--- src/rtl/reg_file_param.sv ---
// rtl/reg_file_param.sv - parametrised 1W/2R register file with reset clear sweep
module reg_file_param #(
  parameter int DATA_W   = 64,
  parameter int ADDR_W   = 5,
  parameter int ZERO_REG = 1,
  parameter int BYPASS   = 1
) (
  input  logic              clk,
  input  logic              rst,
  input  logic              we,
  input  logic [ADDR_W-1:0] waddr,
  input  logic [DATA_W-1:0] wdata,
  input  logic [ADDR_W-1:0] raddr1,
  input  logic [ADDR_W-1:0] raddr2,
  output logic [DATA_W-1:0] rdata1,
  output logic [DATA_W-1:0] rdata2,
  output logic              init_done,
  output logic              wr_drop
);
  localparam int DEPTH = 2 ** ADDR_W;

  typedef enum logic {INIT, RUN} state_t;

  state_t            state;
  logic [ADDR_W-1:0] cnt;
  logic [DATA_W-1:0] mem [DEPTH];
  logic              zero_hit;
  logic              wr_acc;
  logic [DATA_W-1:0] nxt1, nxt2;

  assign zero_hit = (ZERO_REG != 0) && (waddr == '0);
  assign wr_acc   = (state == RUN) && we && !zero_hit;

  always_comb begin
    nxt1 = mem[raddr1];
    if ((ZERO_REG != 0) && (raddr1 == '0))
      nxt1 = '0;
    else if ((BYPASS != 0) && wr_acc && (waddr == raddr1))
      nxt1 = wdata;
  end

  always_comb begin
    nxt2 = mem[raddr2];
    if ((ZERO_REG != 0) && (raddr2 == '0))
      nxt2 = '0;
    else if ((BYPASS != 0) && wr_acc && (waddr == raddr2))
      nxt2 = wdata;
  end

  // Array has no reset: the sweep clears it one entry per cycle instead.
  always_ff @(posedge clk) begin
    if (state == INIT)
      mem[cnt] <= '0;
    else if (wr_acc)
      mem[waddr] <= wdata;
  end

  always_ff @(posedge clk or posedge rst) begin
    if (rst) begin
      state     <= INIT;
      cnt       <= '0;
      rdata1    <= '0;
      rdata2    <= '0;
      init_done <= 1'b0;
      wr_drop   <= 1'b0;
    end else begin
      case (state)
        INIT: begin
          rdata1  <= '0;
          rdata2  <= '0;
          wr_drop <= we;
          cnt     <= cnt + 1'b1;
          if (cnt == '1) begin
            state     <= RUN;
            init_done <= 1'b1;
          end
        end
        default: begin
          rdata1  <= nxt1;
          rdata2  <= nxt2;
          wr_drop <= we && zero_hit;
        end
      endcase
    end
  end
endmodule

--- config.mk ---
export PLATFORM = sky130hd
export DESIGN_NAME = reg_file_param
export DESIGN_NICKNAME = d
export VERILOG_FILES = /design/src/rtl/reg_file_param.sv
export SDC_FILE = /design/constraint.sdc
export NUM_CORES = 2
export LEC_CHECK = 0
export BUFFER_PORTS_ARGS = -buffer_cell sky130_fd_sc_hd__buf_4
export CAP_MARGIN = 25
export CORE_UTILIZATION = 25
export CTS_CLUSTER_DIAMETER = 100
export CTS_CLUSTER_SIZE = 14
export DETAILED_ROUTE_END_ITERATION = 16
export GPL_TIMING_DRIVEN = 0
export PLACE_DENSITY_LB_ADDON = 0.05
export SLEW_MARGIN = 20
export SYNTH_ARGS = -nofsm -noshare
export SYNTH_HDL_FRONTEND = slang
export SYNTH_SLANG_ARGS = --single-unit
--- constraint.sdc ---
create_clock -name clk -period 5 [get_ports clk]
set_clock_uncertainty 0.05 [all_clocks]
set_input_delay 1 -clock clk [delete_from_list [all_inputs] [get_ports clk]]
set_output_delay 1 -clock clk [all_outputs]
set_load 0.05 [all_outputs]
==> results.md <==
Worst setup path:
- At the worst endpoint, the required time is 5.82 ns.
- The critical path is of the in -> reg type.
- Setup slack on the worst reg-to-reg path comes out at ~1.3 ns.
- The critical path data arrival time is 5.76 ns.
- Following the worst setup path forward leads to its endpoint at rdata2[50].
- The worst setup path is captured at a register.
- The nature of the critical path startpoint is a primary input.
- The startpoint identified for the worst register-to-register timing path is state.
- The origin of the worst setup path is raddr2[0].
- The reg-to-reg endpoint is rdata2[47].
- Of all nets on the critical path, the largest fanout is 11.
- The number of cells on the worst reg-to-reg path is 9.

Clock tree:
- The number of buffers between clock root and the deepest sink is 4.
- The buffer type at the clock tree root is clkbuf_16.
- The tree built by TritonCTS fans out to 2184 sinks.
- The number of setup buffers added after CTS is 0.
- TritonCTS built the clock tree.
- The register clock-pin slew on the reported worst setup and hold paths is 0.07 ns.
- The H-tree depth reported by CTS is 4.
- The insertion delay of the later-clocked pin in the worst-skew pair is just over 0.9 ns.
- In this run, CTS created clock tree buffers numbering roughly 180.

Pwr:
- In this run the power density over the cells is 328 nW/um^2.
- Summed over all cells, the static leakage comes to 41.2 nW.
- The maximum VDD drop is 0.000224 V.

Synthesis:
- The cell area that synthesis handed to floorplanning was 100000 sq um.
- The sequential element share of the synthesized area is 0.647.
- Synthesis produced 5374 cells.
- When the netlist entered floorplanning its net count stood at about 5500.
- In this run, distinct cell masters in the synthesized netlist total 44.
- The flip-flop and latch count after synthesis is between 2000 and 2500.
- For this run, the leading register cell type out of synthesis is edfxtp_1.
- The synthesized area divided by synthesized cell count is around 19 sq um.
- Counting flops with a built-in enable in the synthesized netlist gives 2048.
- Counting flops with an async set or reset pin after synthesis yields a share of 0.0623.
- The number of warning messages in the yosys log is 0.

Drt:
- Summing over every cut layer, the via total after detailed routing is 58600.
- In this run the remaining antenna-violating nets after routing total 0.
- The final routed wire length divided by cell count is 36.7 um.
- The count of TritonRoute iterations in the first routing pass is 6.
- The total DRC errors in the routed layout is 0.
- The number of DRC markers in iteration 0 is 4885.
- The number of vias per cell after detailed routing is 5.14.
- For this block, the routed nets add up to about 420 mm of wire.

GRT:
- The first global-routing pass estimated 561 mm of wire.
- The maximum number of pins on one net before global-route repair is 54.
- The number of antenna violations at the first check in global routing is 30.
- The number of global-route vias before repair was slightly above 60000.
- The overall routing resource usage is 0.203.
- The global-route congestion overflow total is 0.

Floorplanning:
- For this configuration, the core starts out at a cell density of 0.251.
- The total core area is 399000 sq um.
- The die is 635 um wide.
- The number of top-level pins is roughly 210.
- The full die area is 404000 sq um.
- The chip height is 635 um.
- In this run the core area contains between 200 and 250 standard-cell rows.

Layout:
- The core occupancy in the finished layout is 0.297.
- The final standard cell area without fillers is roughly 120000 sq um.
- In the final layout, the share of cells above drive strength 1 is 0.288.
- The layout filler cell count is ~40000.
- The count of nets after finishing is 6069.
- The signed area change from the synthesized netlist to the final layout is 18.1%.

STA:
- Derived from the worst setup path, the maximum achievable clock frequency is just over 200 MHz.
- The total setup violations reported at the end of the flow is 0.
- Setup repair after global routing left no endpoint under its margin.
- The number of hold violations in the final report is 0.
- The clock period could shrink to just under 5 ns.
- For the pin with the worst max-slew slack, the measured transition is 1.18 ns.
- Measured against its own limit, the worst slew margin works out to 0.208.
- The number of pins with negative max-slew slack in the final report is 0.
- The final clock period utilization by the worst path is 0.987.
- The final worst setup slack is 0.0663 ns.
- The worst hold margin is 0.263 ns.

Placed design:
- The post-placement cell area is 113000 sq um.
- The wire-length estimate of the detail-placed layout is 315 mm.
- The count of port buffers added during placement is approximately 200.
- Prior to clock tree synthesis, the placed netlist has a worst setup slack of -1.06 ns.
- Routability-driven placement finished with a final weighted congestion of 0.753.

Run:
- The number of maximum-capacitance constraint violations is 0.

Status:
- The flow ran to the end, and the final reports show no timing, DRC or antenna violations.

Min path:
- The tightest min-delay check is of the in -> reg type.
==> cell usage in the layout, fill, tap and decap left out, drive strengths merged, types with 127 or more instances in the layout <==
master,n
a211o,127
a211oi,253
a21oi,127
buf,664
clkbuf,496
dfrtp,136
edfxtp,2048
mux2i,643
mux4,772
nor2b,128
nor3,129
o221ai,252
o22ai,127
==> final cells by class <==
class                   instances  area, sq um  share of cell area
clock buffers                 284         4980              0.0421
repair buffers                428         5860              0.0495
well taps                    5265         6590              0.0557
multi-input cells            2736        33600               0.284
flip-flops and latches       2184        64900               0.548
plain buffers                 449         2160              0.0183
inverters                       5         26.3            0.000222
clock inverters                19          224             0.00189
diodes                         27         67.6            0.000571
==> worst min path at each step <==
stage          cells past startpoint       from         end  slack (ns)
6_report                           2  wdata[49]  rdata1[49]        0.26
5_1_grt                            2  wdata[44]  rdata1[44]        0.21
4_1_cts                            2  wdata[47]  rdata1[47]        0.17
3_5_place_dp                       1  init_done   init_done        0.48
3_3_place_gp                       1     cnt[0]      cnt[0]        0.48
2_1_floorplan                      1     cnt[0]      cnt[0]        0.43
==> stage by stage <==
step                      instances  setup TNS, ns  total power, mW
after floorplan                5374       -1476.83             23.0
after detailed placement      11100         -67.49             25.1
after global routing          11400              0             40.1
after CTS                     11400              0             39.4
final                         11400              0             38.8
after global placement        10800              -             25.0
==> cell usage after synthesis (3+ instances only) <==
master / number / area (sq um)
mux2_2: 5 / 56.3
nor3_1: 88 / 440
or2_2: 3 / 18.8
nand4b_1: 3 / 26.3
clkbuf_1: 212 / 796
buf_4: 17 / 128
edfxtp_1: 2048 / 61500
and2_1: 65 / 407
buf_2: 159 / 796
nand2_1: 22 / 82.6
a211oi_1: 253 / 1900
nor2b_1: 128 / 801
nor3_2: 41 / 410
buf_1: 42 / 158
xnor2_1: 13 / 114
inv_1: 3 / 11.3
mux2i_1: 643 / 6440
a21oi_1: 127 / 636
nand2b_1: 5 / 31.3
o22ai_1: 127 / 795
o221ai_1: 252 / 2210
dfrtp_1: 136 / 3400
a211o_1: 127 / 1110
buf_6: 19 / 214
nor2_1: 34 / 128
mux4_2: 772 / 17400
nand3_1: 6 / 30.0
o21ai_0: 3 / 15.0
==> metal layers <==
metal / GRT usage / up-vias / part of all wire
met5: 0 / - / 0.00017
li1: - / 24400 / -
met2: 0.340 / 1555 / 0.48
met4: 0.0594 / 10 / 0.034
met3: 0.0274 / 408 / 0.043
met1: 0.275 / 32300 / 0.44
==> where the power goes <==
group	leakage, nW	switching (mW)	internal (mW)
combinational	15.8	3.03	1.38
sequential	23.0	0.0471	20.1
clock	2.49	7.31	6.92
==> kinds of logic (layout without fill, tap and decap cells) <==
family                     Yosys count  after routing  synth area share
xor gates and xnor gates            13             13           0.00114
buffers and inverters              454           1185            0.0210
AOI/OAI and AO/OA                  901            901            0.0680
other                                0             27                 0
adders and majority gates            2              2          0.000250
DFF                               2184           2184             0.647
muxes                             1420           1420             0.238
and+or+nand+nor                    400            400            0.0240
==> sequential cells by signal (all words and copies together), names as in the netlist <==
signal and cells:
state 1, mem 2048, cnt 5, rdata1 64
init_done 1, rdata2 64, wr_drop 1
==> what timing repair did <==
item                       in CTS  in global routing
hold endpoints to repair       10                  0
setup endpoints to repair       1                  0
hold buffers                    1                  0
resized for setup               1                  0
==> worst max-delay path: stages <==
cell and delay (ns):
buf_2 0.58, buf_4 0.66, buf_2 0.73, buf_2 0.50
buf_2 0.47, mux2i_1 0.15, o221ai_1 0.45, o22ai_1 0.16
nor3_1 0.78, a211o_1 0.19
(Power assumes the default switching activity.)
